File: src/rtl/fifo_write_arbiter_if.sv
// Write-port bundle shared by the requesters, the arbiter and the downstream FIFO.
// The master side is the arbiter itself; the slave side is the requesters plus the FIFO.
interface fifo_write_arbiter_if #(
  parameter int NUM_REQ    = 4,
  parameter int DATA_WIDTH = 32
);
  localparam int GW = $clog2(NUM_REQ);

  logic [NUM_REQ-1:0]            req_valid;
  logic [NUM_REQ*DATA_WIDTH-1:0] req_data;
  logic [NUM_REQ-1:0]            req_last;
  logic [NUM_REQ-1:0]            req_ready;
  logic                          fifo_full;
  logic                          fifo_almost_full;
  logic                          fifo_wr_en;
  logic [DATA_WIDTH-1:0]         fifo_wr_data;
  logic [GW-1:0]                 grant_id;
  logic                          busy;

  modport master (
    input  req_valid, req_data, req_last, fifo_full, fifo_almost_full,
    output req_ready, fifo_wr_en, fifo_wr_data, grant_id, busy
  );

  modport slave (
    output req_valid, req_data, req_last, fifo_full, fifo_almost_full,
    input  req_ready, fifo_wr_en, fifo_wr_data, grant_id, busy
  );
endinterface

File: src/rtl/fifo_write_arbiter.sv
// Round-robin arbiter funnelling NUM_REQ beat streams into one FIFO write port.
// A grant lasts until a last beat or MAX_BURST beats; the write to the FIFO is registered.
module fifo_write_arbiter #(
  parameter int NUM_REQ    = 4,
  parameter int DATA_WIDTH = 32,
  parameter int MAX_BURST  = 16
) (
  input  logic                 clk,
  input  logic                 rst_n,
  fifo_write_arbiter_if.master bus
);
  localparam int GW = $clog2(NUM_REQ);
  localparam int CW = $clog2(MAX_BURST + 1);

  typedef enum logic {IDLE, BURST} state_t;

  state_t                state_q, state_d;
  logic [GW-1:0]         grant_q, grant_d;
  logic [GW-1:0]         rr_q, rr_d;
  logic [CW-1:0]         cnt_q, cnt_d;
  logic                  wr_en_q, wr_en_d;
  logic [DATA_WIDTH-1:0] wr_data_q, wr_data_d;

  logic [DATA_WIDTH-1:0] req_data_arr [NUM_REQ];
  logic [NUM_REQ-1:0]    rot_valid;
  logic [GW-1:0]         offset;
  logic [GW:0]           sel_sum;
  logic [GW-1:0]         sel_id;
  logic [GW-1:0]         next_rr;
  logic                  can_write;
  logic                  accept;
  logic                  release_now;

  // Registered write leaves one beat in flight, so almost_full must stop the next accept.
  assign can_write = ~bus.fifo_full & ~bus.fifo_almost_full;

  for (genvar gi = 0; gi < NUM_REQ; gi++) begin : g_req
    assign req_data_arr[gi]  = bus.req_data[gi*DATA_WIDTH +: DATA_WIDTH];
    assign bus.req_ready[gi] = (state_q == BURST) && (grant_q == GW'(gi)) && can_write;
  end

  // Rotate valids so bit 0 is rr_q, take the lowest set bit, then undo the rotation.
  always_comb begin
    rot_valid = NUM_REQ'({bus.req_valid, bus.req_valid} >> rr_q);
    offset    = '0;
    for (int i = NUM_REQ - 1; i >= 0; i--) begin
      if (rot_valid[i]) offset = GW'(i);
    end
    sel_sum = {1'b0, rr_q} + {1'b0, offset};
    if (sel_sum >= (GW+1)'(NUM_REQ)) sel_sum = sel_sum - (GW+1)'(NUM_REQ);
    sel_id = GW'(sel_sum);
  end

  assign next_rr     = (grant_q == GW'(NUM_REQ - 1)) ? '0 : grant_q + 1'b1;
  assign accept      = (state_q == BURST) && bus.req_valid[grant_q] && can_write;
  assign release_now = bus.req_last[grant_q] || ((cnt_q + 1'b1) == CW'(MAX_BURST));

  always_comb begin
    state_d   = state_q;
    grant_d   = grant_q;
    rr_d      = rr_q;
    cnt_d     = cnt_q;
    wr_en_d   = 1'b0;
    wr_data_d = wr_data_q;
    case (state_q)
      IDLE: begin
        if (|bus.req_valid) begin
          grant_d = sel_id;
          cnt_d   = '0;
          state_d = BURST;
        end
      end
      BURST: begin
        if (accept) begin
          wr_en_d   = 1'b1;
          wr_data_d = req_data_arr[grant_q];
          cnt_d     = cnt_q + 1'b1;
          if (release_now) begin
            state_d = IDLE;
            rr_d    = next_rr;
          end
        end
      end
      default: state_d = IDLE;
    endcase
  end

  always_ff @(posedge clk) begin
    if (!rst_n) begin
      state_q   <= IDLE;
      grant_q   <= '0;
      rr_q      <= '0;
      cnt_q     <= '0;
      wr_en_q   <= 1'b0;
      wr_data_q <= '0;
    end else begin
      state_q   <= state_d;
      grant_q   <= grant_d;
      rr_q      <= rr_d;
      cnt_q     <= cnt_d;
      wr_en_q   <= wr_en_d;
      wr_data_q <= wr_data_d;
    end
  end

  assign bus.fifo_wr_en   = wr_en_q;
  assign bus.fifo_wr_data = wr_data_q;
  assign bus.grant_id     = grant_q;
  assign bus.busy         = (state_q == BURST);
endmodule
File: src/flat_wrapper.sv
// flat-port wrapper written by rule: the top's interface ports become plain ports
module fifo_write_arbiter_flat 
#(
  parameter int NUM_REQ    = 4,
  parameter int DATA_WIDTH = 32,
  parameter int MAX_BURST  = 16
)
  (clk, rst_n, bus_req_valid, bus_req_data, bus_req_last, bus_fifo_full, bus_fifo_almost_full, bus_req_ready, bus_fifo_wr_en, bus_fifo_wr_data, bus_grant_id, bus_busy);
  fifo_write_arbiter_if #(.NUM_REQ(NUM_REQ), .DATA_WIDTH(DATA_WIDTH)) bus_i ();
  input  logic clk;
  input  logic rst_n;
  input wire logic [$bits(bus_i.req_valid)-1:0] bus_req_valid;
  input wire logic [$bits(bus_i.req_data)-1:0] bus_req_data;
  input wire logic [$bits(bus_i.req_last)-1:0] bus_req_last;
  input wire logic [$bits(bus_i.fifo_full)-1:0] bus_fifo_full;
  input wire logic [$bits(bus_i.fifo_almost_full)-1:0] bus_fifo_almost_full;
  output wire logic [$bits(bus_i.req_ready)-1:0] bus_req_ready;
  output wire logic [$bits(bus_i.fifo_wr_en)-1:0] bus_fifo_wr_en;
  output wire logic [$bits(bus_i.fifo_wr_data)-1:0] bus_fifo_wr_data;
  output wire logic [$bits(bus_i.grant_id)-1:0] bus_grant_id;
  output wire logic [$bits(bus_i.busy)-1:0] bus_busy;
  assign bus_i.req_valid = bus_req_valid;
  assign bus_i.req_data = bus_req_data;
  assign bus_i.req_last = bus_req_last;
  assign bus_i.fifo_full = bus_fifo_full;
  assign bus_i.fifo_almost_full = bus_fifo_almost_full;
  assign bus_req_ready = bus_i.req_ready;
  assign bus_fifo_wr_en = bus_i.fifo_wr_en;
  assign bus_fifo_wr_data = bus_i.fifo_wr_data;
  assign bus_grant_id = bus_i.grant_id;
  assign bus_busy = bus_i.busy;
  fifo_write_arbiter #(.NUM_REQ(NUM_REQ), .DATA_WIDTH(DATA_WIDTH), .MAX_BURST(MAX_BURST)) u_core (.clk(clk), .rst_n(rst_n), .bus(bus_i));
endmodule
File: config.mk
export PLATFORM = sky130hd
export DESIGN_NAME = fifo_write_arbiter_flat
export DESIGN_NICKNAME = d
export VERILOG_FILES = /design/src/rtl/fifo_write_arbiter_if.sv /design/src/rtl/fifo_write_arbiter.sv /design/src/flat_wrapper.sv
export SDC_FILE = /design/constraint.sdc
export NUM_CORES = 1
export LEC_CHECK = 0
export BUFFER_PORTS_ARGS = -buffer_cell sky130_fd_sc_hd__buf_2
export CORE_ASPECT_RATIO = 0.75
export CORE_MARGIN = 5
export CORE_UTILIZATION = 46
export CTS_CLUSTER_SIZE = 12
export DETAILED_ROUTE_END_ITERATION = 12
export HOLD_SLACK_MARGIN = 0.12
export PLACE_DENSITY = 0.89
export SYNTH_ARGS = -nofsm -noshare
export SYNTH_HDL_FRONTEND = slang
export SYNTH_SLANG_ARGS = --single-unit
File: constraint.sdc
create_clock -name clk -period 4.7 [get_ports clk]
set_input_delay 0.47 -clock clk [delete_from_list [all_inputs] [get_ports clk]]
set_output_delay 0.47 -clock clk [all_outputs]
set_load 0.02 [all_outputs]
After elaboration in Yosys (flattened, before gate mapping)
Index checks and enable logic that the tools add are counted.
W data, S select, Z words.
{"block": "classes", "addsub": 4, "n_lt_le_gt_ge": 3, "eq_ne": 6, "shift": 1, "n_mux": 21, "bitwise_logic": 5, "n_reduce_logical": 18}
{"op": "$bmux W32 S2", "n": 1}
{"op": "$mux W32", "n": 2}
{"op": "$mux W2", "n": 6}
{"op": "$logic_and A1 B1 Y1", "n": 10}
{"op": "$mux W5", "n": 2}
{"op": "$pmux W5 S2", "n": 1}
{"op": "$reduce_and A2 Y1", "n": 4}
{"op": "$shr A8 B2 Y4", "n": 1}
{"op": "$ge A3 B3 Y1 const B", "n": 2}
{"op": "$mux W1", "n": 6}
{"op": "$add A5 B1 Y5 const B", "n": 1}
{"op": "$eq A5 B5 Y1 const B", "n": 1}
{"op": "$bmux W1 S2", "n": 2}
{"op": "$eq A2 B2 Y1 const B", "n": 2}
{"op": "$reduce_or A4 Y1", "n": 1}
{"op": "$add A2 B2 Y3", "n": 1}
{"op": "$lt A2 B3 Y1 const B", "n": 1}
{"op": "$not A1 Y1", "n": 3}
{"op": "$not A2 Y3", "n": 1}
{"op": "$reduce_and A3 Y1", "n": 1}
{"op": "$add A2 B1 Y2 const B", "n": 1}
{"op": "$eq A2 B1 Y1 const B", "n": 1}
{"op": "$logic_not A2 Y1", "n": 1}
{"op": "$ne A2 B1 Y1 const B", "n": 1}
{"op": "other kinds (5)", "n": 5}
{"block": "word_totals", "ff_bits": 43, "inputBits": 140, "output_inout_bits": 40, "elab_cells": 64}

Logic depth before layout (Yosys ltp)
Gate-level depths: netlist (run 1).
{"block": "logic_depth", "depth_word": 8, "ltp_mapped": 10, "depth_no_buf": 9}

Worst setup path before layout (run 1)
OpenSTA, ideal clock, no wires.
{"block": "synth_path", "kind": "input to register", "from": "input bus_req_valid[0]", "to": "register u_core.grant_q[1], in the netlist u_core.bus.grant_id[1]", "setup_time_ns": 0.133, "arrival_time_ns": 1.909, "required_time_ns": 4.567, "setup_slack_ns": 2.658, "stages": 7, "path_buffers": 1, "path_cell_list": "clkbuf_1 > or4_1 > o2111ai_1 > ha_1 > xnor2_1 > a2111oi_0 > nor3b_1"}
{"block": "synth_via", "elab_chain_len": 8, "word_cells_on_any_way": 11, "classes_between": "2 x add/sub; 1 x order compare; 1 x shift; 5 x mux; 2 x reduce/logical"}
{"element": "from (decl)", "line_no": "flat_wrapper.sv:12", "rtl": "input wire logic [$bits(bus_i.req_valid)-1:0] bus_req_valid;"}
{"element": "$shr A8 B2 Y4", "line_no": "fifo_write_arbiter.sv:44", "rtl": "rot_valid = NUM_REQ'({bus.req_valid, bus.req_valid} >> rr_q);"}
{"element": "$mux W2 (4 in a row)", "line_no": "fifo_write_arbiter.sv:47", "rtl": "if (rot_valid[i]) offset = GW'(i);"}
{"element": "$add A2 B2 Y3", "line_no": "fifo_write_arbiter.sv:49", "rtl": "sel_sum = {1'b0, rr_q} + {1'b0, offset};"}
{"element": "$ge A3 B3 Y1 / $sub A2 B1 Y2 (equally long branches)", "line_no": "fifo_write_arbiter.sv:50", "rtl": "if (sel_sum >= (GW+1)'(NUM_REQ)) sel_sum = sel_sum - (GW+1)'(NUM_REQ);"}
{"element": "$mux W2", "line_no": "fifo_write_arbiter.sv:50"}
{"element": "to (signal assigned)", "line_no": "fifo_write_arbiter.sv:98", "rtl": "grant_q <= grant_d;"}
{"element": "to (decl)", "line_no": "fifo_write_arbiter.sv:18", "rtl": "logic [GW-1:0] grant_q, grant_d;"}
Several ways; a longest one is shown, not always the timed one.
A chain may end at the register's enable or synchronous reset.

Final worst setup path (run 1)
{"block": "layout_path", "from": "register u_core.grant_q[1], in the netlist u_core.bus.grant_id[1]", "to": "register u_core.cnt_q[3]"}
{"block": "layout_via", "elab_chain_len": 6}
{"element": "$bmux W1 S2", "line_no": "fifo_write_arbiter.sv:55", "rtl": "assign accept = (state_q == BURST) && bus.req_valid[grant_q] && can_write;"}
{"element": "$mux W1 (not written as such)", "line_no": "fifo_write_arbiter.sv:55"}
{"element": "$logic_and A1 B1 Y1 (2 in a row)", "line_no": "fifo_write_arbiter.sv:55"}
{"element": "$ne A2 B2 Y1 (no line)"}
{"element": "$reduce_and A2 Y1 (no line)"}
{"element": "to (signal assigned)", "line_no": "fifo_write_arbiter.sv:100", "rtl": "cnt_q <= cnt_d;"}
{"element": "to (decl)", "line_no": "fifo_write_arbiter.sv:20", "rtl": "logic [CW-1:0] cnt_q, cnt_d;"}
Every way passes these cells. The select of a mux whose other input is x is not followed.

==> flow_summary.json, run 1 <==
{
  "drtIter0Drc": 152,
  "place_area_um2": 3650,
  "timing.rr.end": "u_core.cnt_q[3]",
  "synth_top_area_share_pct": 30.8,
  "tightest_slew_ns": 0.953,
  "path_cells": "mux4_2 > nand2_2 > or3_1 > a31oi_1",
  "synth_edf_count": 0,
  "clockBufferDepth": 2,
  "relSlewSlack_pct": 36.5,
  "drt_wl_total_um": 8400,
  "cp-start-kind": "register",
  "outcome": "completed",
  "fin_crit_sh_pct": 53.3,
  "critPathLaunch": "u_core.bus.grant_id[1]",
  "setup_viol_count_final": 0,
  "cts.sinks": 43,
  "max-vdd-ir-drop_mv": 0.171,
  "wl_per_cell_um": 16.1,
  "required_ns": 4.92,
  "pwr_density_cell_nw_per_um2": 254,
  "hold_viol_final": 0,
  "synthFlopType": "dfxtp_1",
  "die-height_um": 77.5,
  "path_class": "register to register",
  "reg2regPathDepth": 4,
  "ys_seq_area_share_pct": 30.8,
  "avgViaCountPerCell": 5.33,
  "areaGrowthSynthToFinish_pct": 34.5,
  "track_usage_pct": 21.3,
  "fmax_mhz": 399,
  "min_period_ns": 2.51,
  "worstSkewPairLatency_ns": 0.29,
  "r2r_start": "u_core.bus.grant_id[1]",
  "vias": 2788,
  "gp_congestion": 0.846,
  "final.setup_skew_ns": 0.00604,
  "finalSetupTns_ns": 0,
  "regToRegSetupSlack_ns": 2.19,
  "async_flop_share_pct": 0,
  "post_cts_buffers": 0,
  "synth_area_leader_cell": "dfxtp_1",
  "port_buffers": 179,
  "antenna_found_initial": 0,
  "die_w_um": 100,
  "ctsHtreeMaxLevel": 2,
  "yosys_warnings": 0,
  "hold_class": "register to register",
  "ant_nets": 0,
  "synth_cells": 282,
  "synth-seq-cells": 43,
  "synth.area.top_cells": "dfxtp_1 (31%), mux4_2 (27%), nand2_1 (10%)",
  "synth.most_common_cell": "nand2_1",
  "fin_area_um2": 3760,
  "synth_area_per_cell_um2": 9.91,
  "rsz0062_at_grt": "false",
  "drive_gt1_share_pct": 51.0,
  "placementRows": 24,
  "grt_max_degree": 47,
  "route.detailed.drc": 0,
  "num-nets-final": 591,
  "netlist_area_um2": 2790,
  "arrival_ns": 2.72,
  "cts_root_buf": "clkbuf_8",
  "tritoncts": "yes",
  "die-area_um2": 7750,
  "place.detailed.hpwl_um": 6450,
  "first_global_vias": 2998,
  "p_leak_nw": 1.67,
  "pin_count": 180,
  "synth.distinct_cells": 42,
  "path_clk_slew_ns": 0.08,
  "core_um2": 5860,
  "initial_core_util_pct": 47.7,
  "cp_slowest_stage_delay_ns": 0.97,
  "postCtsResizedCells": 0,
  "drv_cap": 0,
  "overflow": 0,
  "postCtsHoldBufs": 0,
  "synth_common_cells": "nand2_1 (75), dfxtp_1 (43), mux4_2 (34)",
  "drt_pre_antenna_iters": 4,
  "worstPathMaxFanout": 39,
  "grt_pass1_wl_um": 13500,
  "cts_buffers": 5,
  "finalMaxSlewViolations": 0,
  "fin_util_pct": 64.2,
  "slowest_stage": "dfxtp_2",
  "synth_nets": 428,
  "diodes": 0,
  "crit_path_end": "u_core.cnt_q[3]",
  "end_kind": "register"
}
## logic make-up after synthesis
kind of cell | share of synthesized area (%)
buffers and inverters | 5.73
and+or+nand+nor | 18.0
AOI/OAI and AO/OA | 14.4
DFF | 30.8
adders and majority gates | 2.69
xor gates and xnor gates | 0.314
muxes | 28.1
## worst max-delay path, delay by kind of cell (launching register included)
kind	cells	cell delay (ns)
AOI/OAI and AO/OA	1	0.12
and+or+nand+nor	2	0.91
DFF	1	0.97
muxes	1	0.41
## registers in the layout, indices dropped and copies added, names as in the netlist
register	cells
u_core.bus.busy	1
u_core.bus.fifo_wr_data	32
u_core.bus.fifo_wr_en	1
u_core.bus.grant_id	2
u_core.cnt_q	5
u_core.rr_q	2
## power by group
part	internal, mW	switching (mW)	total (mW)
Sequential	0.380	0.0278	0.408
Combinational	0.151	0.117	0.268
Clock	0.155	0.123	0.278
Total	0.686	0.268	0.954
## how the worst min path moves through the flow
stage,cells past startpoint,end,startpoint,slack (ns)
6_report,2,u_core.bus.fifo_wr_data[16],u_core.bus.fifo_wr_data[16],0.45
5_1_grt,2,u_core.bus.fifo_wr_data[22],u_core.bus.fifo_wr_data[22],0.47
4_1_cts,2,u_core.bus.fifo_wr_data[22],u_core.bus.fifo_wr_data[22],0.46
3_5_place_dp,2,u_core.bus.fifo_wr_data[22],u_core.bus.fifo_wr_data[22],0.44
3_3_place_gp,2,u_core.bus.fifo_wr_data[19],u_core.bus.fifo_wr_data[19],0.44
2_1_floorplan,2,u_core.cnt_q[2],u_core.cnt_q[2],0.47
## placed cells by master, fill, tap and decap left out, types with 4 or more instances in the layout
cell	netlist	final
dfxtp_1	43	41
a21boi_1	32	32
nor2_1	10	10
nand2_1	75	75
inv_1	4	4
o21ai_0	6	6
clkbuf_8	0	5
buf_2	5	179
ha_1	6	6
a21oi_1	4	4
and2_1	6	6
mux4_2	34	34
## final cells by class
type,instances,area [um2]
clock buffers,5,68.8
flip-flops and latches,43,863
well taps,78,97.6
clock inverters,2,37.5
fillers,519,2100
inverters,4,15.0
repair buffers,180,903
multi-input cells,211,1770
## stage by stage
step | worst slack (ns) | instances | total power, mW | hold slack, ns
finish | 2.19 | 523 | 0.954 | 0.453
global route | 1.98 | 523 | 1.01 | 0.470
CTS | 2.16 | 523 | 0.967 | 0.456
detailed placement | 2.20 | 516 | 0.687 | 0.444
global placement | 2.30 | 516 | 0.675 | 0.438
floorplan | 2.66 | 282 | 0.592 | 0.474
## routing by layer
metal / global-route usage (%) / part of all wire (%)
met1: 24.1 / 38
met2: 40.5 / 51
met4: 2.96 / 0.61
met3: 6.18 / 11
met5: 0 / 0
Note: power is estimated with default switching activity, not from simulation.
==> run 2, diff against run 1 <==
CORE_UTILIZATION = 43   (was 46)
PLACE_DENSITY = 0.84   (was 0.89)
clock period = 2.6 ns   (was 4.7 ns; I/O delays follow)
==> run 2 against run 1 <==
Compared with the run above: die area grew 6.2%; combinational power grew 93%; wire length shrank 0.74%; sequential power grew 73%; register-to-register slack lost 1.6 ns; core utilization shrank 4.7 points; cell area is essentially flat; first-iteration DRC count shrank 29%; count of clock-buffer cells in the layout grew 1; flip-flop and latch count is the same; total power grew 71%.
==> flow_summary.json, run 2 (synthesis results as in run 1) <==
{
  "port_buffers": 179,
  "first_global_vias": 2776,
  "required_ns": 2.34,
  "placed_cells": 521,
  "cp-start-kind": "register",
  "cp_slowest_stage_delay_ns": 0.54,
  "r2r_start": "u_core.bus.grant_id[0]",
  "finalSetupTns_ns": 0,
  "cts_root_buf": "clkbuf_8",
  "tritoncts": "yes",
  "cts_buffers": 5,
  "hp-start": "bus_fifo_almost_full",
  "place.detailed.hpwl_um": 6630,
  "pin_count": 180,
  "diodes": 0,
  "dr_wl_met3_um": 830,
  "avgViaCountPerCell": 5.23,
  "cp_num_buf_inv": 3,
  "pwr_density_cell_nw_per_um2": 435,
  "pre_cts_slack_ns": 0.579,
  "max-vdd-ir-drop_mv": 0.223,
  "regToRegSetupSlack_ns": 0.61,
  "num-nets-final": 593,
  "hold_class": "input pin to register",
  "whs_ns": 0.316,
  "path_cells": "buf_4 > inv_1 > ha_1 > and2_1 > buf_2",
  "outcome": "completed",
  "gp_congestion": 0.812,
  "tightest_slew_ns": 0.677,
  "fmax_mhz": 465,
  "critical-path-top-delay-family": "buffers and inverters",
  "arrival_ns": 1.89,
  "fin_area_um2": 3760,
  "min_to": "u_core.bus.fifo_wr_en",
  "wl_met2_um": 4190,
  "min_period_ns": 2.15,
  "setup_viol_count_final": 0,
  "place_area_um2": 3670,
  "track_usage_pct": 19.2,
  "path_clk_slew_ns": 0.08,
  "clockBufferDepth": 2,
  "p_leak_nw": 1.67,
  "slowest_stage": "buf_4",
  "cts.sinks": 43,
  "drive_gt1_share_pct": 51.1,
  "fin_util_pct": 59.4,
  "drv_cap": 0,
  "initial_core_util_pct": 44.2,
  "path_class": "register to output pin",
  "die_w_um": 103,
  "hold_viol_final": 0,
  "drtIter0Drc": 108,
  "final_common_cell": "buf_2",
  "rsz0062_at_grt": "false",
  "die-height_um": 79.8,
  "wl_per_cell_um": 15.8,
  "final_cell_count_no_fill": 529,
  "vias": 2767,
  "end_kind": "output pin",
  "setup_slack_ns": 0.451,
  "overflow": 0,
  "worstSkewPairLatency_ns": 0.29,
  "finalMaxSlewViolations": 0,
  "final.setup_skew_ns": 0.00721,
  "postCtsHoldBufs": 0,
  "timing.rr.end": "u_core.rr_q[0]",
  "core_um2": 6320,
  "layout_common_cells": "buf_2 (179), nand2_1 (75), dfxtp_1 (41)",
  "top_layer_used": "met4",
  "areaGrowthSynthToFinish_pct": 34.4,
  "route.detailed.drc": 0,
  "grt_max_degree": 47,
  "worstPathMaxFanout": 38,
  "relSlewSlack_pct": 54.9,
  "drt_pre_antenna_iters": 4,
  "largest_reg_flops": 32,
  "fin_crit_sh_pct": 82.6,
  "postCtsResizedCells": 0,
  "reg2regPathDepth": 5,
  "placementRows": 25,
  "grt_pass1_wl_um": 12600,
  "fillCellCount": 590,
  "die-area_um2": 8230,
  "wl_met1_um": 3200,
  "ant_nets": 0,
  "hold_depth": 3,
  "drt_wl_total_um": 8340,
  "ctsHtreeMaxLevel": 2,
  "post_cts_buffers": 0,
  "antenna_found_initial": 0,
  "power.total_mw": 1.63
}
run 2: area by class of cell:
type,count,area [um2],area share (%)
Inverter,4,15.0,0.400
Timing Repair Buffer,182,918,24.5
Multi-Input combinational cell,211,1770,47.2
Tap cell,81,101,2.70
Clock buffer,6,72.6,1.93
Clock inverter,2,12.5,0.333
Sequential cell,43,863,23.0
run 2: power by group:
part           switching, mW  internal [mW]  total (mW)
Clock                  0.222          0.188       0.410
Combinational          0.243          0.275       0.518
Sequential            0.0197          0.686       0.706
Total                  0.485           1.15        1.63
run 2: per-layer routing:
metal	track usage, %	up-vias
met3	5.07	14
met1	23.3	1289
li1	-	1348
met5	0	-
met4	4.40	0
met2	33.7	116
run 2: how the worst max path moves through the flow:
stage,slack (ns),from,cells after the start,to
floorplan,0.73,u_core.rr_q[0],7,u_core.bus.grant_id[1]
global placement,0.65,u_core.bus.grant_id[0],5,u_core.rr_q[0]
detailed placement,0.58,u_core.bus.grant_id[0],5,u_core.rr_q[0]
CTS,0.37,u_core.bus.grant_id[0],5,bus_req_ready[0]
global route,0.27,u_core.bus.grant_id[0],5,bus_req_ready[0]
finish,0.45,u_core.bus.grant_id[0],5,bus_req_ready[0]
run 2: worst register-to-register path, delay by kind of cell, from the launching register on:
kind,cells,cell delay [ns]
multiplexers,2,0.78
flip-flops,1,0.34
AO/OA/AOI/OAI,1,0.13
buffers and inverters,1,0.54
AND/OR/NAND/NOR,1,0.09
==> run 3, diff against run 2 <==
ABC_AREA = 1   (was unset)
CORE_UTILIZATION = 39   (was 43)
PLACE_DENSITY = 0.81   (was 0.84)
clock period = 1.8 ns   (was 2.6 ns; I/O delays follow)
==> run 3 against run 2 <==
Compared with the run above: non-clock buffer count up 12; core utilization is 3.1 points lower; flip-flop and latch count stayed put; total power increased by 50%; die area grew 8.2%; critical path type unchanged; first-iteration DRC count rose to 2.6 times the previous value; highest routed layer unchanged.
==> flow_summary.json, run 3 <==
{
  "core_um2": 6860,
  "cts_buffers": 5,
  "hold_viol_final": 0,
  "gp_congestion": 0.857,
  "fillCellCount": 672,
  "grt_pass1_wl_um": 15600,
  "cts_root_buf": "clkbuf_8",
  "drt_pre_antenna_iters": 5,
  "tritoncts": "yes",
  "worstSkewPairLatency_ns": 0.29,
  "rsz0062_at_grt": "true",
  "fmax_mhz": 587,
  "synth.area.top_cells": "dfxtp_1 (31%), nor2_1 (18%), o21ai_0 (16%)",
  "postCtsHoldBufs": 0,
  "place.detailed.hpwl_um": 7500,
  "end_kind": "output pin",
  "die-area_um2": 8900,
  "drt_wl_total_um": 9640,
  "areaGrowthSynthToFinish_pct": 39.8,
  "cp_slowest_stage_delay_ns": 0.42,
  "first_global_vias": 3644,
  "drv_cap": 0,
  "path_clk_slew_ns": 0.08,
  "track_usage_pct": 20.8,
  "synth_area_leader_cell": "dfxtp_1",
  "yosys_warnings": 0,
  "cp-start-kind": "register",
  "avgViaCountPerCell": 5.11,
  "placed_cells": 711,
  "path_class": "register to output pin",
  "initial_core_util_pct": 40.3,
  "vias": 3680,
  "synthFlopType": "dfxtp_1",
  "tightest_slew_ns": 0.586,
  "synth_common_cells": "nor2_1 (136), o21ai_0 (86), dfxtp_1 (43)",
  "drtIter0Drc": 282,
  "pwr_density_cell_nw_per_um2": 632,
  "layout_common_cells": "buf_2 (179), nor2_1 (136), o21ai_0 (86)",
  "netlist_area_um2": 2770,
  "num-nets-final": 767,
  "path_cells": "clkinvlp_4 > buf_4 > ha_1 > inv_1 > nor2_1 > buf_2",
  "outcome": "completed",
  "route.detailed.drc": 0,
  "die_w_um": 107,
  "clockBufferDepth": 2,
  "required_ns": 1.62,
  "synth.distinct_cells": 24,
  "synth_area_per_cell_um2": 6.13,
  "async_flop_share_pct": 0,
  "pin_count": 180,
  "fin_crit_sh_pct": 94.7,
  "p_sw_share_pct": 34.0,
  "cts.sinks": 43,
  "finalSetupTns_ns": 0,
  "drive_gt1_share_pct": 33.8,
  "max-vdd-ir-drop_mv": 0.331,
  "diodes": 0,
  "setup_viol_count_final": 0,
  "ctsHtreeMaxLevel": 2,
  "whs_ns": 0.305,
  "arrival_ns": 1.52,
  "final_common_cell": "buf_2",
  "die-height_um": 83.0,
  "power.total_mw": 2.44,
  "finalMaxSlewViolations": 0,
  "port_buffers": 179,
  "antenna_found_initial": 0,
  "fin_area_um2": 3870,
  "ant_nets": 0,
  "min_period_ns": 1.70,
  "worstPathMaxFanout": 16,
  "largest_reg_flops": 32,
  "synth.most_common_cell": "nor2_1",
  "internal_power_mw": 1.61,
  "synth_cells": 452,
  "wl_per_cell_um": 13.4,
  "ys_seq_area_share_pct": 31.1,
  "hold_class": "input pin to register",
  "slowest_stage": "dfxtp_1",
  "final.setup_skew_ns": 0.00438,
  "relSlewSlack_pct": 60.7,
  "clkPwrFrac_pct": 23.8,
  "synth_edf_count": 0,
  "placementRows": 26,
  "power_switching_mw": 0.831,
  "grt_max_degree": 40,
  "synth-seq-cells": 43,
  "overflow": 0,
  "pwr-share-seq_pct": 41.7,
  "synth_top_area_share_pct": 31.1,
  "synth_nets": 598,
  "place_area_um2": 3760,
  "final_cell_count_no_fill": 720,
  "p_leak_nw": 1.93,
  "power_frac_comb_pct": 34.5
}
==> run 3: changes by cell type in the layout (fill, tap and decap cells not counted), sizes merged, moves of 3 or more <==
cell,change
nand2,-32
nor3b,-3
buf,+12
mux4,-34
nor2b,-3
o22ai,+32
inv,+15
and2,-7
o21ai,+93
nand3,+19
a21oi,+5
nor2,+125
a21boi,-34
==> run 3: routing by layer <==
layer  GRT usage (%)  vias to the layer above  share of wire (%)
met1            23.0                     1616                 40
met4            5.23                        0                1.4
met2            38.3                      191                 47
met3            6.43                       16                 12
met5               0                        -                  0
li1                -                     1857                  -
==> run 3: final cells by class <==
type	instances	area [um2]	area share, %
multi-input cells	357	1690	43.6
repair buffers	194	1030	26.7
flip-flops and latches	43	866	22.4
well taps	98	123	3.17
inverters	20	78.8	2.04
clock buffers	7	76.3	1.97
clock inverters	1	5.00	0.129
==> run 3: power groups by stage <==
stage	combinational [mW]	sequential (mW)	clock (mW)
global route	0.944	1.03	0.666
floorplan	0.462	1.09	0
global placement	0.806	1.04	0
detailed placement	0.833	1.04	0
finish	0.843	1.02	0.581
CTS	0.836	1.02	0.607
==> run 3: worst max-delay path, delay by kind of cell, from the launching register on <==
family	cells	cell delay (ns)
buffers and inverters	4	0.58
DFF	1	0.42
adders and majority gates	1	0.19
and+or+nand+nor	1	0.03
==> run 3: repair_timing <==
item / CTS / global route
setup buffers: 1 / 1
gates resized for setup: 3 / 4
pin swaps: 0 / 1
setup endpoints to repair: 4 / 18
==> run 3: final timing paths <==
| check | startpoint | to | slack (ns) | cells past startpoint |
|---|---|---|---|---|
| max | u_core.bus.grant_id[1] | bus_req_ready[1] | 0.1 | 6 |
| min reg2reg | u_core.bus.fifo_wr_data[10] | u_core.bus.fifo_wr_data[10] | 0.48 | 2 |
| min | bus_req_data[5] | u_core.bus.fifo_wr_data[5] | 0.30 | 5 |
| max reg2reg | u_core.bus.grant_id[1] | u_core.rr_q[1] | 0.11 | 8 |
==> run 3: kinds of logic after synthesis <==
group,after synthesis,synth area share (%)
xor gates and xnor gates,1,0.316
and+or+nand+nor,205,29.6
adders and majority gates,6,2.71
buffers and inverters,52,8.18
DFF,43,31.1
AOI/OAI and AO/OA,145,28.2
==> run 3: per-stage QoR <==
step	util (%)	setup slack [ns]
floorplan	-	0.222
global placement	54.8	0.182
detailed placement	54.8	-0.00241
CTS	56.1	0.0525
global route	56.4	-0.0432
finish	56.4	0.0963
